### src/rtl/det_run_logger_pkg.sv
// Shared types and default sizing for the run-length logger.
package det_pkg;

  // Run measurement FSM states.
  typedef enum logic [1:0] {
    IDLE = 2'd0,
    RUN  = 2'd1,
    SKIP = 2'd2
  } run_state_t;

  localparam int DEF_LEN_W = 8;
  localparam int DEF_CNT_W = 16;
  localparam int DEF_DEPTH = 4;

endpackage

### src/rtl/sync_fifo.sv
// Show-ahead synchronous FIFO with wrap-bit pointers. The head word is
// visible on dout whenever empty is low. A push is accepted while full
// only if a pop happens in the same cycle.
module sync_fifo #(
  parameter int WIDTH = 8,
  parameter int DEPTH = 4
) (
  input  logic             clk,
  input  logic             rst_n,
  input  logic             flush,
  input  logic             push,
  input  logic [WIDTH-1:0] din,
  input  logic             pop,
  output logic [WIDTH-1:0] dout,
  output logic             full,
  output logic             empty
);

  localparam int AW = (DEPTH > 1) ? $clog2(DEPTH) : 1;

  logic [WIDTH-1:0] mem_r [DEPTH];
  logic [AW:0]      wr_ptr_r;
  logic [AW:0]      rd_ptr_r;
  logic             do_push_s;
  logic             do_pop_s;

  // Status flags and accepted push/pop decode.
  always_comb begin
    empty     = (wr_ptr_r == rd_ptr_r);
    full      = (wr_ptr_r[AW] != rd_ptr_r[AW]) &&
                (wr_ptr_r[AW-1:0] == rd_ptr_r[AW-1:0]);
    do_pop_s  = pop && !empty;
    do_push_s = push && (!full || do_pop_s);
  end

  // Pointer update; flush empties the FIFO and wins over push/pop.
  always_ff @(posedge clk) begin
    if (!rst_n) begin
      wr_ptr_r <= {(AW+1){1'b0}};
      rd_ptr_r <= {(AW+1){1'b0}};
    end else if (flush) begin
      wr_ptr_r <= {(AW+1){1'b0}};
      rd_ptr_r <= {(AW+1){1'b0}};
    end else begin
      if (do_push_s) begin
        wr_ptr_r <= wr_ptr_r + {{AW{1'b0}}, 1'b1};
      end
      if (do_pop_s) begin
        rd_ptr_r <= rd_ptr_r + {{AW{1'b0}}, 1'b1};
      end
    end
  end

  // Storage write; contents need no reset because the pointers gate reads.
  always_ff @(posedge clk) begin
    if (do_push_s && !flush && rst_n) begin
      mem_r[wr_ptr_r[AW-1:0]] <= din;
    end
  end

  // Show-ahead head word, forced to zero while empty.
  always_comb begin
    if (empty) begin
      dout = {WIDTH{1'b0}};
    end else begin
      dout = mem_r[rd_ptr_r[AW-1:0]];
    end
  end

endmodule

### src/rtl/det_run_logger.sv
// Measures each contiguous high run of the detector output and queues
// one saturated run-length record per completed run.
module det_run_logger
  import det_pkg::*;
#(
  parameter int LEN_W = DEF_LEN_W,
  parameter int CNT_W = DEF_CNT_W,
  parameter int DEPTH = DEF_DEPTH
) (
  input  logic             clk,
  input  logic             rst_n,
  input  logic             det,
  input  logic             clr,
  output logic             rec_valid,
  input  logic             rec_ready,
  output logic [LEN_W-1:0] rec_len,
  output logic [CNT_W-1:0] run_cnt,
  output logic             ovf,
  output logic             active
);

  localparam logic [LEN_W-1:0] LEN_MAX = {LEN_W{1'b1}};
  localparam logic [CNT_W-1:0] CNT_MAX = {CNT_W{1'b1}};

  run_state_t       state_r;
  run_state_t       next_state_s;
  logic [LEN_W-1:0] len_r;
  logic [CNT_W-1:0] run_cnt_r;
  logic             ovf_r;
  logic             complete_s;
  logic             active_s;
  logic             push_s;
  logic             pop_s;
  logic             drop_s;
  logic             fifo_full_s;
  logic             fifo_empty_s;

  // State register; clr discards any run still high by parking in SKIP.
  always_ff @(posedge clk) begin
    if (!rst_n) begin
      state_r <= IDLE;
    end else if (clr) begin
      state_r <= det ? SKIP : IDLE;
    end else begin
      state_r <= next_state_s;
    end
  end

  // Next-state decode from the sampled detector level.
  always_comb begin
    next_state_s = state_r;
    case (state_r)
      IDLE:    next_state_s = det ? RUN  : IDLE;
      RUN:     next_state_s = det ? RUN  : IDLE;
      SKIP:    next_state_s = det ? SKIP : IDLE;
      default: next_state_s = IDLE;
    endcase
  end

  // Output decode: completion event, FIFO push/pop and drop qualification.
  always_comb begin
    active_s   = (state_r == RUN);
    complete_s = (state_r == RUN) && !det;
    pop_s      = !fifo_empty_s && rec_ready && !clr;
    push_s     = complete_s && !clr;
    drop_s     = push_s && fifo_full_s && !pop_s;
  end

  // Run-length counter: starts at 1 on entry, saturates at LEN_MAX.
  always_ff @(posedge clk) begin
    if (!rst_n) begin
      len_r <= {LEN_W{1'b0}};
    end else if (clr) begin
      len_r <= {LEN_W{1'b0}};
    end else if (state_r == IDLE && det) begin
      len_r <= {{(LEN_W-1){1'b0}}, 1'b1};
    end else if (state_r == RUN && det && len_r != LEN_MAX) begin
      len_r <= len_r + {{(LEN_W-1){1'b0}}, 1'b1};
    end else begin
      len_r <= len_r;
    end
  end

  // Completed-run counter and sticky drop flag.
  always_ff @(posedge clk) begin
    if (!rst_n) begin
      run_cnt_r <= {CNT_W{1'b0}};
      ovf_r     <= 1'b0;
    end else if (clr) begin
      run_cnt_r <= {CNT_W{1'b0}};
      ovf_r     <= 1'b0;
    end else begin
      if (push_s && run_cnt_r != CNT_MAX) begin
        run_cnt_r <= run_cnt_r + {{(CNT_W-1){1'b0}}, 1'b1};
      end
      if (drop_s) begin
        ovf_r <= 1'b1;
      end
    end
  end

  sync_fifo #(
    .WIDTH (LEN_W),
    .DEPTH (DEPTH)
  ) u_fifo (
    .clk   (clk),
    .rst_n (rst_n),
    .flush (clr),
    .push  (push_s),
    .din   (len_r),
    .pop   (pop_s),
    .dout  (rec_len),
    .full  (fifo_full_s),
    .empty (fifo_empty_s)
  );

  assign rec_valid = !fifo_empty_s;
  assign run_cnt   = run_cnt_r;
  assign ovf       = ovf_r;
  assign active    = active_s;

endmodule

### config.mk
export PLATFORM = sky130hd
export DESIGN_NAME = det_run_logger
export DESIGN_NICKNAME = d
export VERILOG_FILES = /design/src/rtl/det_run_logger_pkg.sv /design/src/rtl/sync_fifo.sv /design/src/rtl/det_run_logger.sv
export SDC_FILE = /design/constraint.sdc
export NUM_CORES = 1
export LEC_CHECK = 0
export CAP_MARGIN = 30
export CORE_MARGIN = 2
export CORE_UTILIZATION = 60
export DETAILED_ROUTE_END_ITERATION = 6
export PLACE_DENSITY = 0.83
export SLEW_MARGIN = 15
export SYNTH_ARGS = -nofsm -noshare
export SYNTH_HDL_FRONTEND = slang
export SYNTH_SLANG_ARGS = --single-unit
### constraint.sdc
create_clock -name clk -period 4.8 [get_ports clk]
set_input_delay 1.44 -clock clk [delete_from_list [all_inputs] [get_ports clk]]
set_output_delay 1.44 -clock clk [all_outputs]
set_load 0.01 [all_outputs]
Word level (Yosys, flattened, before mapping)
Memories as Yosys holds them, arrays and structs flattened. A register that Yosys moved wholly into a read port is not among the register bits.
Cells that the tools add are included.

storage, ports and cells
  bits in registers = 33
  memory bits (writable) = 32
  bits of input ports = 5
  output and inout bits = 27
  memories kept = 1

operators by class
  add/subtract/negate cells = 4
  eq/ne operators = 7
  multiplexer cells = 11
  bitwise operators = 1
  reduce and logical (&&, ||, !) cells = 26

memories
  memory        depth  bits a word  read ports  clocked after Yosys merged registers in  wr ports  line             source
  u_fifo.mem_r  4      8            1           1                                        1         sync_fifo.sv:21  logic [WIDTH-1:0] mem_r [DEPTH];

operators with widths
  cell                                                                    number
  16-bit by 1-bit adder with 16-bit output (second input constant)        1
  16-bit != test (second input constant)                                  1
  1-bit logical AND                                                       15
  8-bit by 1-bit adder with 8-bit output (second input constant)          1
  2-bit two-way mux                                                       4
  8-bit two-way mux                                                       1
  8-bit != test (second input constant)                                   1
  3-bit by 1-bit adder with 3-bit output (second input constant)          2
  1-bit logical NOT                                                       5
  1-bit two-way mux                                                       5
  2-bit one-hot mux with 2 select lines                                   1
  2-bit OR reduction                                                      2
  3-bit equality test                                                     1
  3-bit OR reduction                                                      1
  2-bit by 1-bit equality test with 1-bit output (second input constant)  1
  2-bit equality test                                                     1
  2-bit equality test (second input constant)                             1
  2-bit logical NOT                                                       1
  2-bit nonzero test                                                      1
  1-bit logical OR                                                        1
  1-bit != test                                                           1
  1-bit inverter                                                          1

Logic depth before layout (Yosys ltp)
  depth in word-level cells = 11
  gate-level depth with buffers = 6
  depth with buffers taken out = 5

Modules after synthesis
Synthesis repeated with hierarchy kept, for this count alone.

unflattened totals
  cells, all modules = 269
  area total of the unflattened synthesis = 3,067.9 µm²

modules (own cells, without submodules)
  module          instances  cells each  area each (µm²)  seq. area each (µm²)
  sync_fifo       1          111         1,744.2          1,121.1
  det_run_logger  1          158         1,323.8          540.5

Worst setup path before layout
No wires, ideal clock.

  kind = input to register
  from = in det
  to = mem u_fifo.mem_r[3][0] (enable)
  setup time = 383 ps
  data arrival time = 2,685 ps
  required time = 4,417 ps
  path slack = 1,732 ps
  cell stages on the path = 3
  path buffers = 0
  cells stage by stage = nor4b_4 o41ai_2 nor3_1

on the way
  cells in the longest elaborated chain, start to end = 8

ends and longest elaborated chain
  element                                  line                  source
  start, declared                          det_run_logger.sv:12  input logic det,
  1-bit logical NOT                        det_run_logger.sv:63  complete_s = (state_r == RUN) && !det;
  1-bit logical AND                        det_run_logger.sv:63
  1-bit logical AND                        det_run_logger.sv:65  push_s = complete_s && !clr;
  1-bit logical AND                        sync_fifo.sv:33       do_push_s = push && (!full || do_pop_s);
  1-bit logical AND (2 in series)          sync_fifo.sv:56       if (do_push_s && !flush && rst_n) begin
  1-bit two-way mux                        sync_fifo.sv:56
  1-bit two-way mux (implied by the code)  sync_fifo.sv:57       mem_r[wr_ptr_r[AW-1:0]] <= din;
  end, declared                            sync_fifo.sv:21

Every way passes these cells.

==> impl_metrics.toml <==
[run_status]
status = "finished, final reports clean"

[cts]
max-clock-path-buffers = 2
cts_repair_resize_count = 0
worst_skew_pair.late_latency_ns = 0.34
clock_sink_count = 67
cts_htree_levels = 3
ctsHoldBuffers = 0
cts_tree = "built"
post-cts-setup-buffer-count = 0
ctsRootBufferMaster = "sky130_fd_sc_hd__clkbuf_8"
cts_made_buffers = 9
clkSlewWorstSetupHoldPaths_ns = 0.07

[timing]
layout_worst_path_cycle_share = 0.7603
fin_worst_skew_ns = 0.006625
fmax_ghz = 0.2740
grt_setup_unrepaired = "false"
timing.final.ws_setup_ns = 1.151
final_hold_viol_count = 0
maxSlewHeadroom = 0.4562
slew_viol_final = 0
setup_tns_ns = 0
final_period_minus_worst_setup_slack_ns = 3.649
hold_ws_ns = 0.5168
tightestPinTransition_ns = 0.8157
timing.final.setup_violations = 0

[worst_setup_path]
setup.worst_path.start_class = "flip-flop"
maximum_fanout_encountered_on_the_critical_timing_path = 8
cp_slowest_cell = "sky130_fd_sc_hd__dfxtp_1"
cp_peak_stage_delay_ns = 0.64
cp_num_cells = 3
critical_path.n_buffers_inverters = 1
critical_path_arrival_ns = 2.21
crit-reg2reg-capture = "u_fifo.mem_r[1][4]"
endpoint_of_the_most_critical_setup_path = "rec_len[1]"
critical_r2r_launch = "state_r[1]"
cp_top_family = "flip-flops"
worst-r2r-setup-slack_ns = 2.58
worstRegToRegCells = 4
timing.setup.critical_path_class = "flip-flop to primary output"
path_cells = "mux4_2 > nor2b_1 > clkdlybuf4s50_1"
cp_data_required_time_ns = 3.36
end_kind = "primary output"

[floorplanning]
initial_utilization = 0.6356
io_pins = 32
rows = 25
chipWidth_um = 75.44
floorplan.die_area_mm2 = 0.005690
die_h_um = 75.44
design.core.area_mm2 = 0.004817

[layout]
fill_cells = 334
area_growth_syn_to_layout_pct = 18.14
insertedDiodeCount = 0
drive_above_1_share = 0.08682
num-nets-final = 318

[hold_path]
timing.hold.worst.class = "flip-flop to flip-flop"

[logic_synthesis]
ys_async_sr_fraction = 0
number_of_standard_cells_after_synthesis = 271
postSynthNetCount = 283
yosysWarningCount = 0
yosys.cell_count.top_type = "sky130_fd_sc_hd__dfxtp_1"
synth_largest_type_area_fraction = 0.3139
post_synth_num_cell_types = 47
synth.cell_area_mm2 = 0.003062
synthFlopType = "sky130_fd_sc_hd__dfxtp_1"
synth-seq-cells = 67
post_synth.cell_area_avg_um2 = 11.30
netlist_top_cells_count = "sky130_fd_sc_hd__dfxtp_1, sky130_fd_sc_hd__edfxtp_1, sky130_fd_sc_hd__nor2_1"
netlist_top_cells_area = "sky130_fd_sc_hd__edfxtp_1, sky130_fd_sc_hd__dfxtp_1, sky130_fd_sc_hd__mux4_2"
post-synth-top-area-cell = "sky130_fd_sc_hd__edfxtp_1"
synth-edff-count = 32
yosysSeqAreaShare = 0.5427

[power_and_ir_drop]
switchingPower_uw = 216.3
p_total_uw = 1060
part_of_the_total_power_dissipated_in_the_clock_network = 0.412
internal_power_uw = 843.7
comb_power_share = 0.024
powerDensity_mw_per_mm2 = 293.0
power_switching_share = 0.2040
ir_worst_vdd_uv = 153.3
seqPwrFrac = 0.564
static-leakage-power_uw = 0.001171

[placement]
pre_cts_slack_ns = 0.9926
gp_congestion = 0.8713
place.port_buffers = 31
dp_hpwl_mm = 4.597

[global_routing]
grt_usage = 0.2579
first_global_vias = 2175
antenna_violations_before_repair = 0
grt_pass1_wl_mm = 10.60
maximum_number_of_pins_on_one_net_before_global_route_repair = 21
grt_overflow = 0

[routing]
detailedRoute.firstPassIterationCount = 4
vias = 2309
drc = 0
via_density = 6.108
routed_wire_length_per_instance_um = 17.68
routed_wl_mm = 6.683
drt_first_iter_violations = 146
route.antenna.remaining_nets = 0

[flow_run]
maxCapViolCount = 0
==> stage by stage <==
stage | std cells | utilization | instance area [µm²]
6_report | 378 | 0.7509 | 3617
5_1_grt | 378 | 0.7509 | 3617
4_1_cts | 378 | 0.7509 | 3617
3_5_place_dp | 362 | 0.7140 | 3440
3_3_place_gp | 362 | 0.7140 | 3440
2_1_floorplan | 271 | - | 3062
==> flip-flops by register name, summed over array words and instances (netlist names), named ones only <==
register / flops
u_fifo.mem_r: 32
len_r: 8
state_r: 2
u_fifo.wr_ptr_r: 3
ovf: 1
run_cnt: 16
u_fifo.rd_ptr_r: 3
==> per-layer routing <==
metal	wire, µm	vias up	global-route usage
li1	-	1095	-
met1	2840	1103	0.3531
met2	3164	93	0.3826
met3	508	18	0.07275
met4	170	0	0.1209
met5	0	-	0
==> power by group through the flow <==
stage / Combinational [µW] / Sequential, µW / Clock, µW
floorplan: 13.5 / 610 / 0
global placement: 23.8 / 610 / 0
detailed placement: 24.7 / 611 / 0
CTS: 24.9 / 598 / 444
global route: 27.3 / 598 / 464
finish: 25.0 / 598 / 437
==> kinds of logic after synthesis <==
kind of cell	share of synthesized area
adders and majority gates	0.02861
xor gates and xnor gates	0.03433
AOI/OAI and AO/OA	0.09645
muxes	0.06865
buffers and inverters	0.02738
DFF	0.5427
and+or+nand+nor	0.2019
==> worst min-delay path by stage <==
stage          cells past startpoint               start  slack [ns]                  to
2_1_floorplan                      2  u_fifo.wr_ptr_r[2]        0.47  u_fifo.wr_ptr_r[2]
3_3_place_gp                       2                 ovf        0.48                 ovf
3_5_place_dp                       2                 ovf        0.50                 ovf
4_1_cts                            2                 ovf        0.52                 ovf
5_1_grt                            2                 ovf        0.54                 ovf
6_report                           2                 ovf        0.52                 ovf
==> layout by cell type, fill, tap and decap left out, drive strengths merged, types with 2 or more instances in the layout <==
cell type      netlist  final
ha                   7      7
mux4                 8      8
xnor2                8      8
and3                 3      3
inv                 12     12
nor2                20     20
buf                  2      3
a211oi               4      4
or4                  8      8
clkdlybuf4s50        0     31
nor3                 5      5
nand4                8      8
o21ai                8      8
nand2               17     17
clkbuf               8     13
mux2i                3      3
nor4                 5      5
clkinv               0      2
nand3               11     11
o41ai                3      3
a21oi               14     14
and4                 3      3
nand2b               3      3
dfxtp               35     35
and2                 4      4
a31oi                4      4
or3                  3      3
edfxtp              32     32
xor2                 4      4
o31ai                6      6
nor2b               10     10
==> layout make-up <==
cell class	count	area, µm²	share of cell area
Tap cell	67	83.83	0.02318
Timing Repair Buffer	34	332.8	0.09201
Clock inverter	3	38.79	0.01072
Sequential cell	67	1662	0.4594
Clock buffer	13	138.9	0.03839
Inverter	12	45.04	0.01245
Multi-Input combinational cell	182	1316	0.3639
==> tightest hold or removal path, cell delays in order (launching register included) <==
cell                      delay (ns)
sky130_fd_sc_hd__dfxtp_1        0.35
sky130_fd_sc_hd__a21oi_1        0.05
sky130_fd_sc_hd__nor2_1         0.08
Note: power is estimated with default switching activity, not from simulation.
